$ cat src/rtl/bitcount_unit.sv
// Multi-cycle Zbb CPOP/CLZ/CTZ unit: scans CHUNK_WIDTH bits per clock, result NUM_CHUNKS+1 cycles after accept.
// Holds the result in DONE until out_ready; BITCNT_ZERO_BYPASS_EN lets zero operands finish one cycle after accept.
module bitcount_unit #(
    parameter int DATA_WIDTH  = 32,
    parameter int CHUNK_WIDTH = 8
) (
    input  logic                  clk,
    input  logic                  rst,
    input  logic                  in_valid,
    output logic                  in_ready,
    input  logic [DATA_WIDTH-1:0] in_data,
    input  logic [1:0]            in_op,
    output logic                  out_valid,
    input  logic                  out_ready,
    output logic [DATA_WIDTH-1:0] out_data
);
    localparam int NUM_CHUNKS = DATA_WIDTH / CHUNK_WIDTH;
    localparam int CNT_W      = $clog2(DATA_WIDTH) + 1;
    localparam int IDX_W      = (NUM_CHUNKS > 1) ? $clog2(NUM_CHUNKS) : 1;

    localparam logic [1:0] OP_CPOP = 2'b00;
    localparam logic [1:0] OP_CLZ  = 2'b01;
    localparam logic [1:0] OP_CTZ  = 2'b10;

    typedef enum logic [1:0] {
        IDLE = 2'd0,
        BUSY = 2'd1,
        DONE = 2'd2
    } state_t;

    if (DATA_WIDTH % CHUNK_WIDTH != 0) begin : g_bad_params
        $error("bitcount_unit: DATA_WIDTH must be a multiple of CHUNK_WIDTH");
    end

    function automatic logic [CNT_W-1:0] pop_cnt(input logic [CHUNK_WIDTH-1:0] c);
        logic [CNT_W-1:0] n;
        n = '0;
        for (int i = 0; i < CHUNK_WIDTH; i++) begin
            n = n + CNT_W'(c[i]);
        end
        return n;
    endfunction

    function automatic logic [CNT_W-1:0] lead_zeros(input logic [CHUNK_WIDTH-1:0] c);
        logic [CNT_W-1:0] n;
        logic             hit;
        n   = '0;
        hit = 1'b0;
        for (int i = CHUNK_WIDTH - 1; i >= 0; i--) begin
            if (c[i]) begin
                hit = 1'b1;
            end else if (!hit) begin
                n = n + CNT_W'(1);
            end
        end
        return n;
    endfunction

    function automatic logic [CNT_W-1:0] trail_zeros(input logic [CHUNK_WIDTH-1:0] c);
        logic [CNT_W-1:0] n;
        logic             hit;
        n   = '0;
        hit = 1'b0;
        for (int i = 0; i < CHUNK_WIDTH; i++) begin
            if (c[i]) begin
                hit = 1'b1;
            end else if (!hit) begin
                n = n + CNT_W'(1);
            end
        end
        return n;
    endfunction

`ifdef BITCNT_ZERO_BYPASS_EN
    function automatic logic [DATA_WIDTH-1:0] zero_result(input logic [1:0] op);
        logic [DATA_WIDTH-1:0] r;
        r = '0;
        if (op == OP_CLZ || op == OP_CTZ) begin
            r = DATA_WIDTH'(DATA_WIDTH);
        end
        return r;
    endfunction
`endif

    state_t                state_q;
    logic                  in_ready_q;
    logic                  out_valid_q;
    logic [DATA_WIDTH-1:0] out_data_q;
    logic [DATA_WIDTH-1:0] data_q;
    logic [1:0]            op_q;
    logic [CNT_W-1:0]      count_q;
    logic [CNT_W-1:0]      count_d;
    logic [IDX_W-1:0]      idx_q;
    logic                  found_q;
    logic                  found_d;
    logic [IDX_W-1:0]      sel_idx;
    logic [CHUNK_WIDTH-1:0] chunk;
    logic                  last_chunk;
    logic [DATA_WIDTH-1:0] result_d;

    // CLZ walks chunks from the MSB end; CPOP and CTZ walk from the LSB end.
    always_comb begin
        sel_idx    = (op_q == OP_CLZ) ? (IDX_W'(NUM_CHUNKS - 1) - idx_q) : idx_q;
        chunk      = data_q[sel_idx*CHUNK_WIDTH +: CHUNK_WIDTH];
        last_chunk = (idx_q == IDX_W'(NUM_CHUNKS - 1));
        found_d    = found_q | (|chunk);
        count_d    = count_q;
        case (op_q)
            OP_CPOP: count_d = count_q + pop_cnt(chunk);
            OP_CLZ:  if (!found_q) count_d = count_q + lead_zeros(chunk);
            OP_CTZ:  if (!found_q) count_d = count_q + trail_zeros(chunk);
            default: count_d = '0;
        endcase
        result_d = {{(DATA_WIDTH - CNT_W){1'b0}}, count_d};
    end

    always_ff @(posedge clk) begin
        if (rst) begin
            state_q     <= IDLE;
            in_ready_q  <= 1'b1;
            out_valid_q <= 1'b0;
            out_data_q  <= '0;
            data_q      <= '0;
            op_q        <= '0;
            count_q     <= '0;
            idx_q       <= '0;
            found_q     <= 1'b0;
        end else begin
            case (state_q)
                IDLE: begin
                    if (in_valid) begin
                        data_q     <= in_data;
                        op_q       <= in_op;
                        count_q    <= '0;
                        idx_q      <= '0;
                        found_q    <= 1'b0;
                        in_ready_q <= 1'b0;
`ifdef BITCNT_ZERO_BYPASS_EN
                        if (in_data == '0) begin
                            state_q     <= DONE;
                            out_valid_q <= 1'b1;
                            out_data_q  <= zero_result(in_op);
                        end else begin
                            state_q <= BUSY;
                        end
`else
                        state_q <= BUSY;
`endif
                    end
                end
                BUSY: begin
                    count_q <= count_d;
                    found_q <= found_d;
                    idx_q   <= idx_q + IDX_W'(1);
                    if (last_chunk) begin
                        state_q     <= DONE;
                        out_valid_q <= 1'b1;
                        out_data_q  <= result_d;
                    end
                end
                DONE: begin
                    if (out_ready) begin
                        state_q     <= IDLE;
                        out_valid_q <= 1'b0;
                        in_ready_q  <= 1'b1;
                    end
                end
                default: begin
                    state_q     <= IDLE;
                    out_valid_q <= 1'b0;
                    in_ready_q  <= 1'b1;
                end
            endcase
        end
    end

    assign in_ready  = in_ready_q;
    assign out_valid = out_valid_q;
    assign out_data  = out_data_q;
endmodule

$ cat config.mk
export PLATFORM = sky130hd
export DESIGN_NAME = bitcount_unit
export DESIGN_NICKNAME = d
export VERILOG_FILES = /design/src/rtl/bitcount_unit.sv
export SDC_FILE = /design/constraint.sdc
export NUM_CORES = 1
export LEC_CHECK = 0
export CAP_MARGIN = 40
export CORE_MARGIN = 8
export CORE_UTILIZATION = 55
export DETAILED_ROUTE_END_ITERATION = 10
export DONT_BUFFER_PORTS = 1
export GPL_TIMING_DRIVEN = 1
export PLACE_DENSITY = 0.82
export SYNTH_ARGS = -nofsm -noshare
export SYNTH_HDL_FRONTEND = slang
export SYNTH_SLANG_ARGS = --single-unit
$ cat constraint.sdc
create_clock -name clk -period 16.4 [get_ports clk]
set_clock_uncertainty 0.15 [all_clocks]
set_input_delay 0 -clock clk [delete_from_list [all_inputs] [get_ports clk]]
set_output_delay 0 -clock clk [all_outputs]
set_load 0.005 [all_outputs]
==> results.md <==
- The setup TNS after final layout is 0 ps.
- The clock-pin slew on the worst setup and hold paths is 100 ps.
- The tool flagged a number of max-cap violations equal to 0.
- The clock insertion delay at the later pin of the skew report is 330 ps.
- On the final layout, the worst hold slack is 224 ps.
- The detailed-placement wirelength estimate is 8190 µm.
- The slowest cell on the critical path is sky130_fd_sc_hd__dfxtp_1.
- By instance count, the cell type seen most on the critical path is sky130_fd_sc_hd__ha_1.
- The total count of max-transition violations in the final report was 0.
- The synthesized area per cell is 7.70 µm².
- The post-route clock period utilization is 0.467.
- The power share of the clock group is 0.180.
- Setup violations remaining at the end of the flow were counted as 0.
- Summed over all instances, the cell type with the most area after synthesis is sky130_fd_sc_hd__dfxtp_1.
- The combinational cell fraction of total power is 0.541.
- The die outline area is 11200 µm².
- Across the VDD grid, the largest voltage drop is 0.0526 mV.
- Timing would allow up to 130 MHz.
- For this run, the share of the core covered by cells in the final layout is 0.651.
- In the synthesized netlist, the number of instances is 574.
- In this run the number of H-tree levels came out at 2.
- The startpoint type of the worst setup path is a flop.
- Dividing the detail-routed via count by the number of cells gives 5.82.
- Of the total power, the share spent switching nets is 0.424.
- In this run the register-to-register setup slack is 8740 ps.
- The worst hold path terminates at data_q[6].
- For this run, the register share of the synthesized area comes to 0.240.
- The detail route stage leaves a number of antenna-violating nets equal to 0.
- The area occupied by multi-input gates is 3050 µm².
- The maximum fanout along the worst path is 20.
- The share of synthesized area in the top cell type comes to 0.240.
- The yosys synthesis warning count is 0.
- The clock drives 53 sinks.
- The prevailing post-synth register cell is sky130_fd_sc_hd__dfxtp_1.
- Buffers placed on the I/O ports in this run total 0.
- The number of top-level pins is 72.
- The areal power density over the cells is 105 nW/µm².
- The worst hold path class is in -> reg.
- The remaining global-route overflow is 0.
- The x dimension of the die is 106 µm.
- The final critical path time including I/O delays and setup is 7660 ps.
- The commonest non-fill, non-tap cell in the layout is sky130_fd_sc_hd__nand2_1.
- The root buffer cell is sky130_fd_sc_hd__clkbuf_8.
- Entering global routing, the biggest net connects 54 pins.
- The fill cell total of the finished layout is 604.
- In this run the post-CTS setup repair buffer count came out at 0.
- The async set-or-reset flop fraction in the synthesized netlist is 0.
- The flow ran to the end, and the final reports show no timing, DRC or antenna violations.
- The number of nets in the layout is 686.
- The detailed-route wire length is 12200 µm.
- For the pin with the worst max-slew slack, the measured transition is 813 ps.
- The count of endpoints failing hold in the final timing report came to 0.
- The flop and latch count out of synthesis is 53.
- The critical path is of the reg -> reg type.
- The pre-antenna-repair detailed-routing pass consisted of 5 iterations.
- The remaining max-slew budget at the tightest pin is 0.457.
- The internal power of the cells totals 305 µW.
- The share of total power dissipated in sequential elements is 0.278.
- The total via count after detailed routing is 4168.
- The end of the worst register-to-register path is out_data[5].
- Counting distinct cell types in the post-synthesis netlist gives 68.
- The initial antenna violation count was 0.
- By area the synthesized netlist is led by sky130_fd_sc_hd__dfxtp_1, sky130_fd_sc_hd__nand2_1, sky130_fd_sc_hd__ha_1.
- For this design the total switching power over the nets is 224 µW.
- The synthesized design contains 0 enable-type register cells.
- Tracing the worst setup path back leads to its startpoint at op_q[0].
- The synthesis-to-finish area growth is 14.4%.
- The cell area that synthesis handed to floorplanning was 4420 µm².
- TritonCTS built the clock tree.
- For this design the static power due to leakage is 0.00215 µW.
- The via count of the first global-routing pass is 4224.
- In this run the critical register-to-register path is launched from op_q[0].
- The data arrival time of the critical path is 7750 ps.
- The sequential cells in the finished layout cover a total of 1060 µm².
- The number of clock buffers added by TritonCTS is 5.
- The area of the core is 7770 µm².
- The average wire length per cell after detail routing is 17.0 µm.
- From bottom edge to top edge, the die measures 106 µm.
- The first global-routing pass estimated 20100 µm of wire.
- The DRC violation count after routing is 0.
- The required time of the worst setup path is 16490 ps.
- The worst register-to-register path has a depth of 34.
- The floorplan has 32 rows.
- Routability-driven placement finished with a final weighted congestion of 0.901.
- The launch point of the worst hold path is in_data[6].
- The power after layout is 529 µW.
- The diode insertion count for antenna repair is 0.
- The maximum buffer depth of the clock tree is 2.
- Setup repair after global routing left no endpoint under its margin.
- The combined global-route utilization of all metal layers is 0.216.
- The starting density of the core is 0.569.
- The first routing iteration left 312 violations.
- The number of instances on the worst hold path is 3.
- The endpoint type of the worst setup path is a flop.
- The library cells used most frequently in the layout, excluding fill and tap cells, are sky130_fd_sc_hd__nand2_1, sky130_fd_sc_hd__a21oi_1, sky130_fd_sc_hd__dlygate4sd3_1.
- For this run, the slowest stage of the critical path takes 720 ps.
- The share of final-layout standard cells stronger than drive strength 1 is 0.0684.
==> per-stage QoR <==
step	worst slack, ps	instances	instance area, µm²
after floorplan	9960	599	4510
after global placement	8720	649	4340
after detailed placement	8990	651	4360
final	8740	716	5060
after global routing	7940	716	5060
after CTS	8880	716	5060
==> flip-flops by register name, summed over array words and instances (netlist names) <==
| register | flops |
|---|---|
| in_ready | 1 |
| idx_q | 2 |
| out_data | 6 |
| out_valid | 1 |
| data_q | 32 |
| count_q | 6 |
| op_q | 2 |
| state_q | 2 |
| found_q | 1 |
==> routing by layer <==
metal,up-vias,GRT usage,wire length [µm]
li1,1992,-,-
met1,1947,0.245,4780
met2,187,0.387,6160
met3,42,0.0390,804
met4,0,0.0935,427
met5,-,0,0
==> worst max-delay path: cells and delay by family, from the launching register on <==
kind	cells	cell delay, ps
buf+inv	4	560
mux	2	650
simple gates	6	900
fa+ha+maj	7	2060
xor+xnor	3	490
compound gates	12	2080
flops	1	720
==> Yosys cell counts, types with 3 or more instances <==
| cell | instances |
|---|---|
| sky130_fd_sc_hd__o211ai_1 | 3 |
| sky130_fd_sc_hd__buf_4 | 27 |
| sky130_fd_sc_hd__o21ai_1 | 3 |
| sky130_fd_sc_hd__nand3_1 | 8 |
| sky130_fd_sc_hd__nor3_1 | 5 |
| sky130_fd_sc_hd__mux2i_1 | 19 |
| sky130_fd_sc_hd__inv_1 | 23 |
| sky130_fd_sc_hd__nand2_1 | 106 |
| sky130_fd_sc_hd__o21ai_0 | 15 |
| sky130_fd_sc_hd__dfxtp_1 | 53 |
| sky130_fd_sc_hd__nand2b_1 | 8 |
| sky130_fd_sc_hd__o22ai_2 | 5 |
| sky130_fd_sc_hd__o21a_1 | 7 |
| sky130_fd_sc_hd__a31oi_1 | 3 |
| sky130_fd_sc_hd__nor2b_1 | 9 |
| sky130_fd_sc_hd__xnor2_1 | 19 |
| sky130_fd_sc_hd__clkbuf_1 | 19 |
| sky130_fd_sc_hd__mux2_2 | 6 |
| sky130_fd_sc_hd__ha_1 | 28 |
| sky130_fd_sc_hd__and2_1 | 8 |
| sky130_fd_sc_hd__fa_1 | 7 |
| sky130_fd_sc_hd__a211oi_1 | 4 |
| sky130_fd_sc_hd__a22oi_1 | 6 |
| sky130_fd_sc_hd__a21oi_1 | 62 |
| sky130_fd_sc_hd__buf_2 | 3 |
| sky130_fd_sc_hd__o21bai_1 | 4 |
| sky130_fd_sc_hd__nor3b_1 | 5 |
| sky130_fd_sc_hd__a22o_1 | 3 |
| sky130_fd_sc_hd__xor2_1 | 9 |
| sky130_fd_sc_hd__nor2_1 | 43 |
| sky130_fd_sc_hd__inv_2 | 3 |
| sky130_fd_sc_hd__a21o_1 | 8 |
==> cell type report <==
type / count / area share
flip-flops and latches: 53 / 0.210
well taps: 102 / 0.0252
repair buffers: 59 / 0.119
clock buffers: 5 / 0.0136
multi-input cells: 467 / 0.603
clock inverters: 3 / 0.00940
inverters: 27 / 0.0200
==> power by group through the flow <==
stage / sequential (µW) / clock, µW / combinational (µW)
2_1_floorplan: 144 / 0 / 221
3_3_place_gp: 149 / 0 / 257
3_5_place_dp: 150 / 0 / 264
4_1_cts: 147 / 94.2 / 281
5_1_grt: 148 / 100 / 319
6_report: 147 / 95.4 / 286
==> how the worst max path moves through the flow <==
| stage | end |
|---|---|
| floorplan | out_data[5] |
| global placement | out_data[5] |
| detailed placement | out_data[5] |
| CTS | out_data[5] |
| global route | out_data[5] |
| finish | out_data[5] |
==> repair_timing <==
| item | 4_1_cts | 5_1_grt |
|---|---|---|
| hold buffers | 57 | 0 |
| gates resized for setup | 0 | 0 |
| endpoints found under the setup margin | 0 | 0 |
| hold endpoints to repair | 53 | 0 |
==> cells by family (layout without fill, tap and decap cells) <==
kind of cell,Yosys count,in the layout,synth area share
DFF,53,53,0.240
buffers and inverters,79,94,0.0926
muxes,27,27,0.0685
xor gates and xnor gates,29,29,0.0592
AOI/OAI and AO/OA,139,139,0.206
and+or+nand+nor,210,210,0.219
other,1,26,0.000848
adders and majority gates,36,36,0.113
Power figures use the tool's default switching activity.
